$ cat src/rtl/cpu_pkg.sv
// Shared CPU constants: default reset PC and the NOP encoding used by decode for bubbles.
package cpu_pkg;

  localparam int unsigned XLEN = 32;

  localparam logic [XLEN-1:0] RESET_PC_DEFAULT = 32'h0000_0000;
  localparam logic [XLEN-1:0] NOP_INST         = 32'h0000_0013;

endpackage

$ cat src/rtl/if_prefetch_unit_inst_fifo.sv
// Synchronous FIFO for fetched instructions: registered head, occupancy count,
// synchronous flush that empties the queue without touching stored data.
module inst_fifo #(
  parameter int unsigned WIDTH = 32,
  parameter int unsigned DEPTH = 4,
  localparam int unsigned PTR_W = $clog2(DEPTH),
  localparam int unsigned CNT_W = PTR_W + 1
) (
  input  logic             clk,
  input  logic             rst,
  input  logic             flush,
  input  logic             push,
  input  logic [WIDTH-1:0] push_data,
  input  logic             pop,
  output logic [WIDTH-1:0] head,
  output logic             empty,
  output logic [CNT_W-1:0] count
);

  logic [WIDTH-1:0] mem [DEPTH];
  logic [PTR_W-1:0] wr_ptr;
  logic [PTR_W-1:0] rd_ptr;
  logic             do_push;
  logic             do_pop;

  assign do_pop  = pop && (count != '0);
  // A push into a full queue is only accepted when the head leaves in the same cycle.
  assign do_push = push && ((count != CNT_W'(DEPTH)) || do_pop);

  always_ff @(posedge clk) begin
    if (rst) begin
      wr_ptr <= '0;
      rd_ptr <= '0;
      count  <= '0;
      for (int i = 0; i < int'(DEPTH); i++) begin
        mem[i] <= '0;
      end
    end else if (flush) begin
      wr_ptr <= '0;
      rd_ptr <= '0;
      count  <= '0;
    end else begin
      if (do_push) begin
        mem[wr_ptr] <= push_data;
        wr_ptr      <= wr_ptr + PTR_W'(1);
      end
      if (do_pop) begin
        rd_ptr <= rd_ptr + PTR_W'(1);
      end
      if (do_push && !do_pop) begin
        count <= count + CNT_W'(1);
      end else if (do_pop && !do_push) begin
        count <= count - CNT_W'(1);
      end
    end
  end

  assign head  = mem[rd_ptr];
  assign empty = (count == '0);

endmodule

$ cat src/rtl/if_prefetch_unit.sv
// Instruction-fetch front end with credit-limited pipelined memory requests and a prefetch queue.
// Optional IF_PREFETCH_PERF_EN adds redirect and empty-cycle performance counters.
module if_prefetch_unit
  import cpu_pkg::*;
#(
  parameter int unsigned INST_WIDTH      = 32,
  parameter int unsigned INST_ADDR_WIDTH = 32,
  parameter int unsigned DEPTH           = 4,
  parameter logic [INST_ADDR_WIDTH-1:0] RESET_PC = INST_ADDR_WIDTH'(RESET_PC_DEFAULT)
) (
  input  logic                       cpu_clk,
  input  logic                       cpu_rst,
  output logic                       imem_req_valid,
  output logic [INST_ADDR_WIDTH-1:0] imem_req_addr,
  input  logic                       imem_req_ready,
  input  logic                       imem_rsp_valid,
  input  logic [INST_WIDTH-1:0]      imem_rsp_data,
  input  logic                       redirect_valid,
  input  logic [INST_ADDR_WIDTH-1:0] redirect_pc,
  output logic                       out_valid,
  output logic [INST_WIDTH-1:0]      out_inst,
  output logic [INST_ADDR_WIDTH-1:0] out_pc,
  output logic [INST_ADDR_WIDTH-1:0] out_pc_plus_4,
  input  logic                       out_ready
`ifdef IF_PREFETCH_PERF_EN
  ,
  output logic [31:0]                perf_redirects,
  output logic [31:0]                perf_empty_cycles
`endif
);

  localparam int unsigned PTR_W = $clog2(DEPTH);
  localparam int unsigned CNT_W = PTR_W + 1;
  localparam int unsigned OCC_W = CNT_W + 1;
  localparam logic [INST_ADDR_WIDTH-1:0] PC_STEP = INST_ADDR_WIDTH'(4);

  logic [INST_ADDR_WIDTH-1:0] fetch_pc;
  logic [INST_ADDR_WIDTH-1:0] head_pc;
  logic [CNT_W-1:0]           count;
  logic [CNT_W-1:0]           inflight;
  logic [CNT_W-1:0]           drop_cnt;
  logic [CNT_W-1:0]           inflight_after_rsp;
  logic [OCC_W-1:0]           occupancy;
  logic                       req_fire;
  logic                       rsp_take;
  logic                       rsp_push;
  logic                       pop;
  logic                       fifo_empty;

  // Queued plus outstanding fetches form the credit pool; it never exceeds DEPTH.
  assign occupancy      = {1'b0, count} + {1'b0, inflight};
  assign imem_req_valid = !cpu_rst && !redirect_valid && (occupancy < OCC_W'(DEPTH));
  assign imem_req_addr  = fetch_pc;
  assign req_fire       = imem_req_valid && imem_req_ready;

  // Responses with nothing outstanding are protocol violations and are ignored.
  assign rsp_take           = imem_rsp_valid && (inflight != '0);
  assign rsp_push           = rsp_take && !redirect_valid && (drop_cnt == '0);
  assign inflight_after_rsp = inflight - CNT_W'(rsp_take);

  assign pop = out_valid && out_ready && !redirect_valid;

  inst_fifo #(
    .WIDTH (INST_WIDTH),
    .DEPTH (DEPTH)
  ) u_fifo (
    .clk       (cpu_clk),
    .rst       (cpu_rst),
    .flush     (redirect_valid),
    .push      (rsp_push),
    .push_data (imem_rsp_data),
    .pop       (pop),
    .head      (out_inst),
    .empty     (fifo_empty),
    .count     (count)
  );

  // Redirect restarts both PCs; everything still in flight becomes wrong-path and is dropped.
  always_ff @(posedge cpu_clk) begin
    if (cpu_rst) begin
      fetch_pc <= RESET_PC;
      head_pc  <= RESET_PC;
      inflight <= '0;
      drop_cnt <= '0;
    end else if (redirect_valid) begin
      fetch_pc <= redirect_pc;
      head_pc  <= redirect_pc;
      inflight <= inflight_after_rsp;
      drop_cnt <= inflight_after_rsp;
    end else begin
      if (req_fire) begin
        fetch_pc <= fetch_pc + PC_STEP;
      end
      if (pop) begin
        head_pc <= head_pc + PC_STEP;
      end
      inflight <= inflight_after_rsp + CNT_W'(req_fire);
      if (rsp_take && (drop_cnt != '0)) begin
        drop_cnt <= drop_cnt - CNT_W'(1);
      end
    end
  end

  assign out_valid     = !fifo_empty;
  assign out_pc        = head_pc;
  assign out_pc_plus_4 = head_pc + PC_STEP;

`ifdef IF_PREFETCH_PERF_EN
  always_ff @(posedge cpu_clk) begin
    if (cpu_rst) begin
      perf_redirects    <= '0;
      perf_empty_cycles <= '0;
    end else begin
      if (redirect_valid) begin
        perf_redirects <= perf_redirects + 32'd1;
      end
      if (!out_valid) begin
        perf_empty_cycles <= perf_empty_cycles + 32'd1;
      end
    end
  end
`else
  // Performance counters are not built in this configuration.
`endif

endmodule

$ cat config.mk
export PLATFORM = sky130hd
export DESIGN_NAME = if_prefetch_unit
export DESIGN_NICKNAME = d
export VERILOG_FILES = /design/src/rtl/cpu_pkg.sv /design/src/rtl/if_prefetch_unit_inst_fifo.sv /design/src/rtl/if_prefetch_unit.sv
export SDC_FILE = /design/constraint.sdc
export NUM_CORES = 1
export LEC_CHECK = 0
export CORE_MARGIN = 10
export CORE_UTILIZATION = 40
export CTS_CLUSTER_SIZE = 10
export DETAILED_ROUTE_END_ITERATION = 6
export PLACE_DENSITY = 0.61
export SYNTH_ARGS = -nofsm -noshare
export SYNTH_HDL_FRONTEND = slang
export SYNTH_SLANG_ARGS = --single-unit
export TNS_END_PERCENT = 20
$ cat constraint.sdc
create_clock -name cpu_clk -period 10.1 [get_ports cpu_clk]
set_input_delay 1.01 -clock cpu_clk [delete_from_list [all_inputs] [get_ports cpu_clk]]
set_output_delay 1.01 -clock cpu_clk [all_outputs]
set_load 0.1 [all_outputs]
==> results of run 1 <==
[cells by family (layout without fill, tap and decap cells)]
logic type,Yosys count,count (layout),synth area share
simple gates,361,361,0.1957
flops,207,207,0.5347
compound gates,116,116,0.07621
buf+inv,96,289,0.03761
xor+xnor,79,79,0.06820
mux,33,33,0.07202
fa+ha+maj,12,12,0.01554
other cells,0,1,0
[critical path, delay by kind of cell, from the launching register on]
family        cells  cell delay, ns
flops             1            0.47
simple gates      4            1.66
buf+inv           1            1.15
xor+xnor          1            0.18
[layer usage]
| metal | vias to the layer above | global-route usage | share of wire |
|---|---|---|---|
| met3 | 46 | 0.04149 | 0.064 |
| li1 | 3630 | - | - |
| met2 | 221 | 0.3008 | 0.49 |
| met5 | - | 0 | 0.00024 |
| met4 | 2 | 0.05056 | 0.026 |
| met1 | 3708 | 0.2189 | 0.42 |
[final cells by class]
class	count	area (um^2)	area share
flip-flops and latches	207	5426	0.4128
multi-input cells	601	4354	0.3312
repair buffers	212	2079	0.1582
clock buffers	42	720.7	0.05483
well taps	330	412.9	0.03141
inverters	33	123.9	0.009423
clock inverters	2	25.02	0.001904
diodes	1	2.502	0.0001904
[how the worst max path moves through the flow]
stage / slack (ns) / depth (start not counted) / to
global route: 4.91 / 6 / out_pc_plus_4[30]
CTS: 5.11 / 6 / out_pc_plus_4[30]
detailed placement: 5.69 / 5 / imem_req_valid
finish: 5.09 / 6 / out_pc_plus_4[30]
global placement: 5.69 / 5 / imem_req_valid
floorplan: 5.01 / 7 / out_pc_plus_4[30]
[report_power, final]
| group | switching (mW) | internal, mW |
|---|---|---|
| combinational | 0.539 | 0.200 |
| sequential | 0.0473 | 0.971 |
| clock | 0.340 | 0.485 |
| total | 0.927 | 1.66 |
[flip-flops by register name, indices dropped and copies added (netlist names), named ones only]
| register | cells |
|---|---|
| u_fifo.rd_ptr | 2 |
| u_fifo.mem | 128 |
| drop_cnt | 3 |
| u_fifo.count | 3 |
| out_pc | 32 |
| inflight | 3 |
| imem_req_addr | 32 |
| u_fifo.wr_ptr | 2 |
[stage by stage]
stage / util / worst slack [ns] / area, um^2 / hold slack (ns) / power, mW
3_5_place_dp: 0.4952 / 5.691 / 12400 / 0.4623 / 1.779
3_3_place_gp: 0.4952 / 5.689 / 12400 / 0.4431 / 1.775
6_report: 0.5250 / 5.094 / 13150 / 0.4670 / 2.583
2_1_floorplan: - / 5.011 / 10150 / 0.4847 / 1.577
5_1_grt: 0.5249 / 4.905 / 13140 / 0.4890 / 2.676
4_1_cts: 0.5249 / 5.115 / 13140 / 0.4697 / 2.608
[cells in the mapped netlist, types with 3 or more instances]
cell type / n / area share
a211oi_1: 9 / 0.0067
a21boi_0: 18 / 0.013
a21boi_1: 3 / 0.0022
a21oi_1: 33 / 0.016
a31oi_1: 13 / 0.0080
and2_1: 97 / 0.060
and3_1: 45 / 0.028
and4_1: 4 / 0.0035
buf_1: 6 / 0.0022
buf_2: 5 / 0.0025
clkbuf_1: 49 / 0.018
dfxtp_1: 79 / 0.16
edfxtp_1: 128 / 0.38
ha_1: 11 / 0.014
inv_1: 32 / 0.012
mux4_2: 32 / 0.071
nand2_1: 61 / 0.023
nand3_1: 32 / 0.016
nand3b_1: 3 / 0.0022
nand4_1: 28 / 0.017
nor2_1: 42 / 0.016
nor3_1: 15 / 0.0074
nor3b_1: 3 / 0.0022
nor4_1: 10 / 0.0062
o21a_1: 7 / 0.0052
o21ai_0: 7 / 0.0035
o21bai_1: 3 / 0.0022
o311ai_0: 4 / 0.0035
o31a_1: 6 / 0.0052
or3_1: 9 / 0.0055
xnor2_1: 41 / 0.035
xor2_1: 38 / 0.033
==> run metrics, run 1 <==
share of layout cells above drive strength 1=0.08204; Finished Layout Cells=1428; # H-tree levels=1; antenna violations before repair=2; Initial DRT Pass Iterations=5; Initial Util=0.4052; dpl hpwl=19640 um; placed cells=1383; Worst-Margin Slew=1.091 ns; Max-Cap Viols=0; slowest cell on the critical path=clkdlybuf4s50_1; routability cong.=0.8937; CP Cell Sequence=nand4_1 -> nor3_1 -> and2_0 -> nand3_1 -> xnor2_1 -> clkdlybuf4s50_1; NumNets Final=1162; CP endpoint kind=primary output; leading cell type in the layout, fill and taps excluded=clkdlybuf4s50_1; remaining antenna violation count=0; Hold Path Class=reg -> reg; Syn Nets=986; Fin Setup TNS=0 ns; number of cell rows=58; Peak VDD IR=0.1218 mV; most frequent cells in the layout=clkdlybuf4s50_1, edfxtp_1, and2_1, dfxtp_1, nand2_1; DRC Markers=0; PortBufs=199; run status=finished clean; reg-to-reg startpoint=u_fifo.count[2]; Boundary Pins=200; GRT overflow=0; Setup CP Type=reg -> out; pin count of the biggest net entering global routing=67; area grow syn2layout=29.56%; Fill cells=2275; final setup fails=0; Worst R2R End=inflight[2]; Clk pin slew, worst setup/hold paths=0.05 ns; final hold violations=0; CTS root buf=clkbuf_16; DR vias/cell=5.327; GRT Util Overall=0.1767; die height=179.3 um; Reg2Reg Depth=9; Cell Pwr Density=196.5 nW/um^2; WL final=29010 um; worst hold stages=2; crit path launch type=flop; mean post-synth cell area=11.22 um^2; Worst Setup SP=out_pc[15]; Max Root-Sink Buffers=3; RSZ-0062 raised after global routing=false; die area=32140 um^2; Clock Latency Late Sink=0.52 ns; #FFs+latches synth=207; Mapped Area=10150 um^2; register area share after synthesis=0.5347; Clock Sinks=207; max_slew headroom=0.2669; crit share post-route=0.4956; drt first-iter violations=423; Critical Path AT=4.00 ns; hold path startpoint=imem_req_addr[1]; vias in the first global route=7815; Worst Path Max Fanout=9; Crit path required time=9.09 ns; post-layout min period=5.006 ns; Horiz. Die Dim=179.3 um; core area=25040 um^2; Synth Warn #=0; CTS tree=yes; Clock Skew=0.01114 ns; drt wl/cell=20.31 um; Post-CTS Setup Bufs=0; leakage power=4.808 nW; number of flops mapped to enable cells by yosys=128; post-cts resize count=0; TritonCTS buffer count=25; Mapped Cells=904; R2R setup slack=7.05 ns; via count=7607; ys async rst share=0; synth unique cells=57; global-route wire length before repair=44650 um; Slew Viols, Final=0; fmax=199.8 MHz; Post-CTS Hold Fix Bufs=0; largest stage delay on the critical path=1.15 ns; hold path endpoint=imem_req_addr[1]; Most used DFF post-synth=edfxtp_1
Note: power is estimated with default switching activity, not from simulation.
==> run 2: changes to the inputs <==
--- a/config.mk
+++ b/config.mk
@@ -9,7 +9,7 @@
 export CORE_UTILIZATION = 40
 export CTS_CLUSTER_SIZE = 10
 export DETAILED_ROUTE_END_ITERATION = 6
-export PLACE_DENSITY = 0.61
+export PLACE_DENSITY = 0.64
 export SYNTH_ARGS = -nofsm -noshare
 export SYNTH_HDL_FRONTEND = slang
 export SYNTH_SLANG_ARGS = --single-unit
==> constraint.sdc (replaced) <==
create_clock -name cpu_clk -period 4.03 [get_ports cpu_clk]
set_input_delay 0.403 -clock cpu_clk [delete_from_list [all_inputs] [get_ports cpu_clk]]
set_output_delay 0.403 -clock cpu_clk [all_outputs]
set_load 0.1 [all_outputs]
==> run 2 against run 1 <==
Critical path depth decreased by 2. Largest cell class unchanged. Register-to-register slack worse by 5.8 ns. Cell count is 0.42% higher. Power rose by 150%. Worst setup slack got worse by 4.4 ns. Sequential share of layout area grew 0.31 points. Highest routed layer is now met4. Critical endpoint is now out_pc_plus_4[11]. Clock power grew 140%. Combinational power up 150%. Cell area down 0.74%. Clock skew increased by 0.0015 ns. Via count rose by 1.5%.
==> run metrics, run 2 (synthesis gave the netlist of run 1 again) <==
WL final=28620 um (was 29010 um); Horiz. Die Dim=179.3 um (unchanged); post-place setup slack=1.064 ns (was 5.691 ns); Initial DRT Pass Iterations=5 (unchanged); Finished Layout Cells=1434 (was 1428); dpl hpwl=19690 um (was 19640 um); Clock Sinks=207 (unchanged); post-layout worst setup margin=0.6800 ns (was 5.094 ns); Setup CP Type=reg -> out (unchanged); max_slew headroom=0.2343 (was 0.2669); Peak VDD IR=0.2854 mV (was 0.1218 mV); max reg flops=128 (unchanged); final setup fails=0 (unchanged); post-layout min period=3.350 ns; CTS root buf=clkbuf_16 (unchanged); placed cells=1390 (was 1383); GRT overflow=0 (unchanged); share of layout cells above drive strength 1=0.1404 (was 0.08204); Post-CTS Hold Fix Bufs=0 (unchanged); core area=25040 um^2 (unchanged); crit path launch type=flop (unchanged); # H-tree levels=1 (unchanged); NumNets Final=1169 (was 1162); Max-Cap Viols=0 (unchanged); Boundary Pins=200 (unchanged); die height=179.3 um (unchanged); post-cts resize count=0 (unchanged); drt first-iter violations=545 (was 423); ANT cells=0 (was 1); Slew Viols, Final=0 (unchanged); Post-CTS Setup Bufs=0 (unchanged); drt wl/cell=19.96 um (was 20.31 um); Clock Skew=0.01262 ns (was 0.01114 ns); CP Cell Sequence=and4_1 -> nand3_1 -> xnor2_1 -> clkdlybuf4s50_1 (was nand4_1 -> nor3_1 -> and2_0 -> nand3_1 -> xnor2_1 -> clkdlybuf4s50_1); leakage power=4.932 nW (was 4.808 nW); most frequent cells in the layout=clkdlybuf4s50_1, edfxtp_1, and2_1, dfxtp_1, buf_4 (was clkdlybuf4s50_1, edfxtp_1, and2_1, dfxtp_1, nand2_1); slowest cell on the critical path=clkdlybuf4s50_1 (unchanged); pin count of the biggest net entering global routing=66 (was 67); TritonCTS buffer count=25 (unchanged); DRC Markers=0 (unchanged); remaining antenna violation count=0 (unchanged); Cell Pwr Density=490.1 nW/um^2 (was 196.5 nW/um^2); Fin Setup TNS=0 ns (unchanged); DR vias/cell=5.384 (was 5.327); RSZ-0062 raised after global routing=false (unchanged); Clk pin slew, worst setup/hold paths=0.06 ns (was 0.05 ns); Initial Util=0.4052 (unchanged); Max Root-Sink Buffers=3 (unchanged); CP delay by family, top=buffers and inverters (was simple AND/OR/NAND/NOR gates); global-route wire length before repair=44170 um (was 44650 um); fmax=298.5 MHz; Critical Path AT=2.95 ns (was 4.00 ns); PortBufs=199 (unchanged); Hold Path Class=in -> reg (was reg -> reg); Fill cells=2267 (was 2275); die area=32140 um^2 (unchanged); vias in the first global route=7735 (was 7815); CTS tree=yes (unchanged); Clock Latency Late Sink=0.52 ns (about the same); via count=7721 (was 7607); area of the multi-input gates=4377 um^2 (was 4354 um^2); Buffers & Inverters on Critical Path=1 (unchanged); antenna violations before repair=0 (was 2); number of cell rows=58 (unchanged); crit share post-route=0.8313; Register Area=5426 um^2 (unchanged); GRT Util Overall=0.1740 (was 0.1767); run status=finished clean (unchanged); Top reg by flops=u_fifo.mem (unchanged); area grow syn2layout=28.60% (was 29.56%); Worst-Margin Slew=1.140 ns (was 1.091 ns); Worst Path Max Fanout=7 (was 9); final hold violations=0 (unchanged); largest stage delay on the critical path=1.16 ns (was 1.15 ns); Crit path required time=3.63 ns (was 9.09 ns); leading cell type in the layout, fill and taps excluded=clkdlybuf4s50_1 (unchanged); routability cong.=0.8689 (was 0.8937); CP endpoint kind=primary output (unchanged)
## run 2: cell count changes in the layout (fill, tap and decap cells not counted), sizes merged
cell           before  now
clkinv              1    2
clkbuf             42   41
clkdlybuf4s50     197  141
diode               1    0
buf                15   78
## run 2: final cells by class
| type | instances | area share |
|---|---|---|
| Multi-Input combinational cell | 601 | 0.3354 |
| Clock inverter | 3 | 0.002301 |
| Timing Repair Buffer | 219 | 0.1527 |
| Sequential cell | 207 | 0.4159 |
| Clock buffer | 41 | 0.05255 |
| Tap cell | 330 | 0.03165 |
| Inverter | 33 | 0.009494 |
## run 2: path summary, 6_finish.rpt
check                   start           endpoint  slack (ns)  cells after the start
max                 out_pc[4]  out_pc_plus_4[11]        0.68                      4
min                   cpu_rst    u_fifo.count[2]        0.36                      3
max reg2reg   u_fifo.count[2]        inflight[2]        1.23                     10
min reg2reg  imem_req_addr[0]   imem_req_addr[0]        0.46                      2
## run 2: routing by layer
layer  vias to the layer above  global-route usage  part of all wire
met5                         -                   0                 0
met4                         0             0.04510             0.023
met3                        41             0.03580             0.061
met2                       214              0.2978              0.49
met1                      3832              0.2192              0.42
li1                       3634                   -                 -
## run 2: power by group
part / internal [mW] / switching [mW] / total, mW
clock network: 1.16 / 0.844 / 2.00
registers: 2.43 / 0.123 / 2.56
logic: 0.485 / 1.35 / 1.83
total: 4.08 / 2.32 / 6.39
## run 2: stage by stage
step	hold slack, ns	area, um^2	power, mW	utilization
floorplan	0.4847	10170	3.954	-
global placement	0.4459	12330	4.430	0.4926
detailed placement	0.4494	12330	4.445	0.4926
CTS	0.3445	13050	6.445	0.5211
global route	0.3848	13050	6.629	0.5211
finish	0.3623	13050	6.395	0.5211
## run 2: worst reg2reg max path: cells and delay by family, from the launching register on
kind | cells | cell delay [ns]
xor gates and xnor gates | 1 | 0.13
adders and majority gates | 3 | 0.62
buffers and inverters | 2 | 0.46
DFF | 1 | 0.41
and+or+nand+nor | 4 | 1.05
